**config.mk**
```make
export PLATFORM = sky130hd
export DESIGN_NAME = bp_fe_bp_update_queue
export DESIGN_NICKNAME = d
export VERILOG_FILES = /design/src/rtl/bp_fe_bp_update_queue.sv
export SDC_FILE = /design/constraint.sdc
export NUM_CORES = 1
export LEC_CHECK = 0
export ABC_CLOCK_PERIOD_IN_PS = 2600
export BUFFER_PORTS_ARGS = -buffer_cell sky130_fd_sc_hd__buf_2
export CAP_MARGIN = 10
export CORE_ASPECT_RATIO = 1.75
export CORE_MARGIN = 4
export CORE_UTILIZATION = 53
export CTS_CLUSTER_DIAMETER = 30
export CTS_CLUSTER_SIZE = 8
export DETAILED_ROUTE_END_ITERATION = 10
export GPL_TIMING_DRIVEN = 0
export PLACE_DENSITY_LB_ADDON = 0.15
export SYNTH_ARGS = -nofsm -noshare
export SYNTH_HDL_FRONTEND = slang
export SYNTH_SLANG_ARGS = --single-unit
```
**constraint.sdc**
```tcl
create_clock -name clk_i -period 2.6 [get_ports clk_i]
set_clock_uncertainty 0.2 [all_clocks]
set_input_delay 0.52 -clock clk_i [delete_from_list [all_inputs] [get_ports clk_i]]
set_output_delay 0.52 -clock clk_i [all_outputs]
set_load 0.1 [all_outputs]
```
**src/rtl/bp_fe_bp_update_queue.sv**
```systemverilog
// Branch-predictor update queue: records each fetch-time prediction in order and,
// when the backend resolves the oldest branch, drives the predictor's update port
// one cycle later. Also keeps a saturating mispredict counter for perf monitoring.
module bp_fe_bp_update_queue
    #(parameter int unsigned bht_idx_width_p = 10
    , parameter int unsigned els_p           = 8
    , parameter int unsigned cnt_width_p     = 16
    , localparam int unsigned ptr_width_lp   = $clog2(els_p)
    )
    (input  logic                        clk_i
    , input  logic                       reset_i

    , input  logic                       pred_v_i
    , input  logic [bht_idx_width_p-1:0] pred_idx_i
    , input  logic                       pred_taken_i
    , output logic                       pred_ready_o

    , input  logic                       res_v_i
    , input  logic                       res_taken_i
    , output logic                       res_ready_o

    , input  logic                       flush_i

    , output logic                       w_v_o
    , output logic [bht_idx_width_p-1:0] idx_w_o
    , output logic                       correct_o

    , output logic [cnt_width_p-1:0]     mispredict_cnt_o
    , output logic                       empty_o
    );

    // Pointers carry one extra wrap bit so full and empty are distinguishable
    typedef logic [ptr_width_lp:0]    ptr_t;
    typedef logic [cnt_width_p-1:0]   cnt_t;
    typedef logic [bht_idx_width_p-1:0] idx_t;

    typedef struct packed {
        idx_t idx;
        logic taken;
    } entry_s;

    entry_s mem_r [els_p];

    ptr_t   rptr_r, wptr_r;
    ptr_t   rptr_n, wptr_n;
    logic   full, empty;
    logic   enq_fire, deq_fire;
    entry_s head;

    logic   w_v_n;
    idx_t   idx_w_n;
    logic   correct_n;
    cnt_t   cnt_n;

    // Occupancy status derived purely from the registered pointers
    assign empty = (rptr_r == wptr_r);
    assign full  = (rptr_r[ptr_width_lp-1:0] == wptr_r[ptr_width_lp-1:0])
                && (rptr_r[ptr_width_lp]     != wptr_r[ptr_width_lp]);

    assign pred_ready_o = ~full;
    assign res_ready_o  = ~empty;
    assign empty_o      = empty;

    // A flush discards any enqueue offered in the same cycle; resolves still fire
    assign enq_fire = pred_v_i & ~full & ~flush_i;
    assign deq_fire = res_v_i  & ~empty;

    assign head = mem_r[rptr_r[ptr_width_lp-1:0]];

    // Next-state for pointers, the registered update port and the perf counter
    always_comb begin
        rptr_n    = rptr_r;
        wptr_n    = wptr_r;
        w_v_n     = 1'b0;
        idx_w_n   = idx_w_o;
        correct_n = correct_o;
        cnt_n     = mispredict_cnt_o;

        if (deq_fire) begin
            rptr_n = rptr_r + ptr_t'(1);
        end
        if (enq_fire) begin
            wptr_n = wptr_r + ptr_t'(1);
        end
        // Flush empties the queue by catching the read pointer up to the write pointer
        if (flush_i) begin
            rptr_n = wptr_r;
        end

        if (deq_fire) begin
            w_v_n     = 1'b1;
            idx_w_n   = head.idx;
            correct_n = (head.taken == res_taken_i);
            if (!correct_n && (mispredict_cnt_o != '1)) begin
                cnt_n = mispredict_cnt_o + cnt_t'(1);
            end
        end
    end

    // State registers; reset wins over flush, enqueue and resolve
    always_ff @(posedge clk_i) begin
        if (reset_i) begin
            rptr_r           <= '0;
            wptr_r           <= '0;
            w_v_o            <= 1'b0;
            idx_w_o          <= '0;
            correct_o        <= 1'b0;
            mispredict_cnt_o <= '0;
        end else begin
            rptr_r           <= rptr_n;
            wptr_r           <= wptr_n;
            w_v_o            <= w_v_n;
            idx_w_o          <= idx_w_n;
            correct_o        <= correct_n;
            mispredict_cnt_o <= cnt_n;
        end
    end

    // Entry storage; contents need no reset since the pointers define validity
    always_ff @(posedge clk_i) begin
        if (enq_fire) begin
            mem_r[wptr_r[ptr_width_lp-1:0]] <= '{idx: pred_idx_i, taken: pred_taken_i};
        end
    end

endmodule

```
==> results of run 1 <==
==> flip-flops by register name, summed over array words and instances (netlist names), named ones only <==
name / flops
rptr_r: 4
mem_r: 88
w_v_o: 1
mispredict_cnt_o: 16
idx_w_o: 10
wptr_r: 4
correct_o: 1
==> through the flow <==
step / setup TNS, ns / hold WS [ns] / utilization [%] / cells / worst slack, ns
2_1_floorplan: -1.421 / 0.3050 / - / 337 / -0.6386
3_3_place_gp: -47.47 / 0.2698 / 59.15 / 506 / -1.095
3_5_place_dp: -33.09 / 0.2766 / 59.49 / 508 / -0.6473
4_1_cts: 0 / 0.1638 / 65.94 / 540 / 0.05080
5_1_grt: 0 / 0.1760 / 65.96 / 539 / 0.001988
6_report: 0 / 0.1764 / 65.96 / 539 / 0.09499
==> per-layer routing <==
layer | track usage, % | vias up | wire [um]
met4 | 8.503 | 0 | 223
met5 | 0 | - | 0
met3 | 5.366 | 18 | 371
li1 | - | 1467 | -
met2 | 37.13 | 70 | 6019
met1 | 21.78 | 1539 | 3838
==> layout by cell type (no fill, tap or decap), drive strengths merged, types with 4 or more instances in the layout <==
| master | count |
|---|---|
| inv | 7 |
| nor3 | 5 |
| o31ai | 8 |
| nand2b | 5 |
| dfxtp | 39 |
| clkbuf | 39 |
| buf | 55 |
| nand3 | 5 |
| o21ai | 4 |
| nand2 | 10 |
| or3 | 4 |
| a21oi | 14 |
| or4 | 9 |
| xor2 | 5 |
| mux2i | 17 |
| xnor2 | 7 |
| mux4 | 21 |
| nand4 | 13 |
| nor2 | 27 |
| a211oi | 12 |
| edfxtp | 88 |
==> logic make-up (layout without fill, tap and decap cells) <==
family | count (synthesis) | after routing | synth area share [%]
AO/OA/AOI/OAI | 43 | 43 | 5.586
XOR/XNOR | 12 | 12 | 2.067
buffers and inverters | 26 | 106 | 2.264
flip-flops | 127 | 127 | 67.32
AND/OR/NAND/NOR | 85 | 85 | 8.711
adder cells (fa/ha/maj) | 3 | 3 | 0.7383
multiplexers | 41 | 41 | 13.31
==> report_power, final <==
part           total, uW  internal, uW  switching (uW)
clock network       2220          1440             775
logic                629           165             465
registers           2240          2210            29.3
==> worst reg2reg max path, cell delays in order (launching register included) <==
cell and delay (ns):
dfxtp_1 0.29, buf_4 0.15, mux2i_1 0.13, mux4_2 0.50, xor2_1 0.26, clkbuf_1 0.40, nor3_1 0.13, mux2_2 0.28
==> layout make-up <==
type	instances	area (um^2)
inverter	7	30.03
multi-input combinational	184	1645
fill	696	3203
timing repair buffer	49	257.7
buffer	18	102.6
clock inverter	5	51.30
sequential	127	3452
tap	122	152.6
clock buffer	27	514.2
==> what timing repair did <==
item                                   in CTS  in global routing
endpoints found under the hold margin       0                  0
gates resized for setup                    10                  5
setup endpoints to repair                  61                 21
==> path summary, 6_finish.rpt <==
check,slack [ns],cells after the start,end
hold reg to reg,0.28,2,mispredict_cnt_o[15]
setup / recovery,0.09,5,empty_o
hold / removal,0.18,3,w_v_o
setup reg to reg,0.14,7,mispredict_cnt_o[6]
==> impl_metrics.toml, run 1 <==
[sta]
fmax_mhz = 399.2
tightest_slew_ns = 0.8704
setup_viol_count_final = 0
finalCritPeriodShare_pct = 96.35
layout_min_cycle_time_ns = 2.505
relSlewSlack_pct = 41.97
rsz0062_at_grt = "false"
hold_viol_final = 0
slew_viol_final = 0

[synthesis]
synth_cells = 337
synth_edf_count = 88
synth.area.top_cells = "edfxtp_1 52%, dfxtp_1 15%, mux4_2 9.3%, mux2i_1 3.3%, nor2_1 2.0%"
netlist_area_um2 = 5085
ys.flop_type = "edfxtp_1"
netlist_top_cells_count = "88 x edfxtp_1, 39 x dfxtp_1, 27 x nor2_1"
yosys_register_bits = 127
synth_area_leader_cell = "edfxtp_1"
ys_warn_count = 0
yosysTopAreaCellShare_pct = 51.97
syn_avg_cell_area_um2 = 15.09
synth_cell_types = 35
synthArstFlopShare_pct = 0
synth_nets = 357
seq_area_frac_synth_pct = 67.32
yosys.cell_count.top_type = "edfxtp_1"

[power_and_ir_drop]
p_leak_uw = 0.002118
finalPower_uw = 5091
power_density_nw_per_um2 = 820.3
ir_drop_mv = 0.7466

[clock_network]
cts_num_sinks = 127
cts_max_path_buffers = 2
tritoncts = "built"
numCtsBuffers = 17
htree_levels = 4
clk_pin_slew_ns = 0.05
post_cts_buffers = 0
holdBufCountCts = 0
clock_latency_ns = 0.40
clockRootBuffer = "clkbuf_16"

[routing]
drt_iter0_drc = 112
firstDrtPassIters = 4
drc = 0
ant_nets = 0
wl_per_cell_um = 19.39
via_per_inst = 5.740
wirelength_mm = 10.45
vias = 3094

[die]
ios = 48
die_area_um2 = 11290
core_area_um2 = 9409
die_h_um = 137.6
start_util_pct = 54.04
die_x_um = 82.04
rows = 47

[worst_setup_path]
worstSetupStartpoint = "wptr_r[0]"
required_ns = 1.88
path_cells = "buf_6 > xnor2_4 > nand4_1 > clkinvlp_4 > buf_2"
critPathSlowestCell = "buf_2"
cp_max_fo = 9
critical_path_class = "reg2out"
crit_buf_inv = 3
cp.arrival_ns = 1.79
crit_path_start_kind = "flop"
end_kind = "primary output"
worst_path_largest_cell_delay_ns = 0.42
crit_family = "buffers and inverters"

[global_routing]
antenna_found_initial = 0
gr-total-overflow = 0
grt_max_degree = 17
grt_pass1_vias = 3161
grt_pass1_wl_mm = 16.44
track_usage_pct = 20.44

[finish]
syn_to_final_growth_pct = 22.05
final_area_um2 = 6206
diodes = 0
drive_gt1_share_pct = 33.81
fin_nets = 424

[flow_run]
max_cap_viol_count = 0

[placed_design]
dpl.hpwl_mm = 7.314
io_buffer_count = 47
post_dp_cell_area_um2 = 5598
place_congestion = 0.7852

[worst_hold_path]
hold_class = "in2reg"
min_from = "res_v_i"

[outcome]
status = "completed"
Power figures use the tool's default switching activity.
==> run 2, diff against run 1 <==
- SETUP_SLACK_MARGIN: unset -> 0.4
==> impl_metrics.toml, run 2 (synthesis results as in run 1) <==
[outcome]
status = "completed"

[worst_hold_path]
hold_class = "in2reg"

[clock_network]
cts_max_path_buffers = 2
clockRootBuffer = "clkbuf_16"
clock_latency_ns = 0.41
htree_levels = 4
cts_num_sinks = 127
numCtsBuffers = 17
tritoncts = "built"
clk_pin_slew_ns = 0.06

[power_and_ir_drop]
ir_drop_mv = 0.6496
p_sw_share_pct = 25.15
power_density_nw_per_um2 = 777.2
seqPwrFrac_pct = 42.8
clkPwrFrac_pct = 43.4
finalPower_uw = 5230
p_comb_share_pct = 13.8
p_int_uw = 3914
power.switching_uw = 1315
p_leak_uw = 0.002277

[worst_setup_path]
end_kind = "primary output"
cp.arrival_ns = 1.67
crit_path_start_kind = "flop"
required_ns = 1.88
critical_path_class = "reg2out"
cp_max_fo = 4

[sta]
layout_min_cycle_time_ns = 2.394
finalCritPeriodShare_pct = 92.08
fmax_mhz = 417.7
slew_viol_final = 0
whs_ns = 0.1835
tightest_slew_ns = 0.7965
relSlewSlack_pct = 46.90
rsz0062_at_grt = "true"
setup_viol_count_final = 0
hold_viol_final = 0

[finish]
mostFrequentLayoutCells = "88 x edfxtp_1, 45 x buf_2, 22 x nor2_1"
ff_latch_area_um2 = 3492
drive_gt1_share_pct = 44.24
syn_to_final_growth_pct = 32.33
fin_nets = 441
largest_register_ffs = 88
multi_input_area_um2 = 1849
fill_cells = 622
mostFrequentLayoutCell = "edfxtp_1"
diodes = 0

[routing]
wl_per_cell_um = 20.17
firstDrtPassIters = 4
drt_iter0_drc = 105
drc = 0
wirelength_mm = 11.22
vias = 3185
ant_nets = 0
via_per_inst = 5.728

[die]
ios = 48
rows = 47
die_x_um = 82.04
core_area_um2 = 9409
start_util_pct = 54.04
die_area_um2 = 11290
die_h_um = 137.6

[placed_design]
io_buffer_count = 47
place_congestion = 0.7593
dpl.hpwl_mm = 7.306

[global_routing]
track_usage_pct = 21.08
grt_max_degree = 17
gr-total-overflow = 0
grt_pass1_vias = 3247
grt_util_met1_pct = 22.98
grt.met3_usage_pct = 5.039
antenna_found_initial = 0
grt_pass1_wl_mm = 16.98
busiest_layer = "met2"
use_met2_pct = 37.94

[flow_run]
max_cap_viol_count = 0
run 2: changes by cell type in the layout (fill, tap and decap cells not counted), sizes merged:
cell | previous run | this run
inv | 7 | 5
clkbuf | 39 | 42
buf | 55 | 70
clkinv | 3 | 2
clkinvlp | 1 | 3
run 2: worst max-delay path, stage by stage (launching register included):
cell and delay [ns]:
dfxtp_1 0.31, clkbuf_8 0.14, xnor2_4 0.20, nand4_1 0.25, clkinvlp_4 0.18, buf_12 0.18
run 2: power by group through the flow:
stage	Clock, uW	Sequential (uW)	Combinational (uW)
after floorplan	0	2450	309
after global placement	0	2270	618
after detailed placement	0	2270	632
after CTS	2310	2230	678
after global routing	2410	2240	760
final	2270	2240	722
run 2: layout make-up:
type                    count  area share [%]
well taps                 122           2.268
flip-flops and latches    127           51.90
inverters                   7          0.5020
plain buffers              19           1.971
multi-input cells         184           27.48
clock buffers              28           7.977
clock inverters             4          0.7066
repair buffers             65           7.196
run 2: layer usage:
layer  up-vias  wire, um
li1       1482         -
met1      1598      4226
met2        81      6314
met3        24       403
met4         0       270
met5         -         0
run 2: per-stage QoR:
stage / util (%) / setup slack [ns] / area (um^2) / instances / setup TNS [ns]
after floorplan: - / -0.6386 / 5254 / 337 / -2.536
after global placement: 59.96 / -1.073 / 5642 / 506 / -31.38
after detailed placement: 60.31 / -0.2928 / 5674 / 508 / -15.65
after CTS: 69.30 / 0.2583 / 6520 / 550 / 0
after global routing: 71.52 / 0.1526 / 6729 / 556 / 0
final: 71.52 / 0.2058 / 6729 / 556 / 0
run 2: path summary, 6_finish.rpt:
check                             from                   end  slack (ns)  cells past startpoint
setup / recovery             wptr_r[2]               empty_o        0.21                      5
hold / removal           pred_idx_i[2]           mem_r[6][3]        0.18                      1
setup reg to reg                  flop  mispredict_cnt_o[13]        0.22                      7
hold reg to reg   mispredict_cnt_o[15]  mispredict_cnt_o[15]        0.30                      2
run 2: timing repair:
item | 4_1_cts | 5_1_grt
hold buffers | 0 | 0
gates cloned | 0 | 1
resized for setup | 25 | 43
setup endpoints to repair | 123 | 91
setup buffers | 10 | 5
pin swaps | 11 | 12
==> run 3, diff against run 2 <==
- CAP_MARGIN: 10 -> 20
- CORE_UTILIZATION: 53 -> 50
==> impl_metrics.toml, run 3 (synthesis results as in run 1) <==
[clock_network]
numCtsBuffers = 17
clock_latency_ns = 0.40
cts_max_path_buffers = 2
htree_levels = 4
cts_num_sinks = 127
tritoncts = "built"
clockRootBuffer = "clkbuf_16"
clk_pin_slew_ns = 0.05

[worst_setup_path]
worst-r2r-cell-count = 7
critical_path_class = "reg2reg"
reg2reg_to = "mispredict_cnt_o[9]"
cp.arrival_ns = 2.47
rrSetupSlack_ns = 0.25
crit_path_start_kind = "flop"
end_kind = "flop"
required_ns = 2.73
cp_max_fo = 6

[sta]
fmax_mhz = 426.0
hold_viol_final = 0
layout_min_cycle_time_ns = 2.347
setup_viol_count_final = 0
relSlewSlack_pct = 43.11
finalCritPeriodShare_pct = 90.28
tightest_slew_ns = 0.8534
slew_viol_final = 0
rsz0062_at_grt = "true"

[global_routing]
track_usage_pct = 19.44
gr-total-overflow = 0
grt_pass1_wl_mm = 17.39
grt_max_degree = 17
antenna_found_initial = 0
grt_pass1_vias = 3311

[finish]
drive_gt1_share_pct = 42.79
largest_register_ffs = 88
final_area_um2 = 6711
diodes = 0
fill_cells = 680
fin_nets = 446
syn_to_final_growth_pct = 31.99
mostFrequentLayoutCells = "88 x edfxtp_1, 46 x buf_2, 21 x mux4_2, 21 x nor2_1, 18 x clkbuf_16"
mostFrequentLayoutCell = "edfxtp_1"

[flow_run]
max_cap_viol_count = 0

[die]
die_h_um = 141.4
start_util_pct = 51.31
rows = 48
core_area_um2 = 9910
ios = 48
die_area_um2 = 11910
die_x_um = 84.23

[worst_hold_path]
min_to = "mem_r[0][1]"
hold_class = "in2reg"
whs_path_depth = 1
min_from = "pred_idx_i[0]"

[power_and_ir_drop]
finalPower_uw = 5065
p_leak_uw = 0.002272
power_density_nw_per_um2 = 754.7
ir_drop_mv = 0.5525

[placed_design]
io_buffer_count = 47
post_dp_cell_area_um2 = 5678
place_congestion = 0.8609
dpl.hpwl_mm = 7.317

[routing]
drt_iter0_drc = 118
vias = 3243
via_per_inst = 5.770
firstDrtPassIters = 5
drc = 0
ant_nets = 0
wirelength_mm = 11.34
wl_per_cell_um = 20.18

[outcome]
status = "completed"
[run 3: report_power, final]
| group | internal [uW] | switching [uW] |
|---|---|---|
| logic | 261 | 511 |
| registers | 2200 | 34.7 |
| clock network | 1280 | 780 |
[run 3: worst max-delay path by stage]
stage	startpoint	end	slack, ns	cells after the start
after floorplan	wptr_r[2]	empty_o	-0.64	4
after global placement	flush_i	mem_r[0][5]	-1.15	5
after detailed placement	flush_i	mem_r[1][8]	-0.28	5
after CTS	wptr_r[2]	empty_o	0.28	5
after global routing	flop	mispredict_cnt_o[4]	0.19	7
final	flop	mispredict_cnt_o[9]	0.25	7
[run 3: final cells by class]
class	instances	area [um^2]	area share, %
flip-flops and latches	127	3496	52.09
multi-input cells	184	1824	27.18
repair buffers	70	544.3	8.110
clock buffers	20	436.7	6.506
well taps	125	156.4	2.330
plain buffers	19	146.4	2.181
clock inverters	10	73.82	1.100
inverters	7	33.78	0.5034
[run 3: worst max-delay path: stages, from the launching register on]
cell	delay [ns]
dfxtp_2	0.31
buf_6	0.12
mux2i_1	0.11
mux4_2	0.53
xor2_4	0.20
buf_6	0.14
or4_1	0.52
a21oi_1	0.13
[run 3: timing repair]
action | CTS | global route
hold buffers | 0 | 0
resized for setup | 28 | 44
pin swaps | 15 | 11
gates cloned | 0 | 2
buffers inserted | 10 | 9
setup endpoints to repair | 124 | 84
[run 3: metrics by stage]
step / setup WS [ns] / TNS (ns) / util (%) / hold slack, ns / instances
2_1_floorplan: -0.6386 / -2.536 / - / 0.3050 / 337
3_5_place_dp: -0.2830 / -16.94 / 57.30 / 0.2843 / 511
3_3_place_gp: -1.147 / -34.78 / 56.97 / 0.2739 / 509
6_report: 0.2526 / 0 / 67.73 / 0.1847 / 562
4_1_cts: 0.2839 / 0 / 65.10 / 0.1694 / 551
5_1_grt: 0.1924 / 0 / 67.73 / 0.1932 / 562
[run 3: metal layers]
layer	part of all wire, %	track usage (%)
met1	37	20.66
met2	57	36.89
met3	4.3	4.532
met4	1.9	6.864
met5	0	0
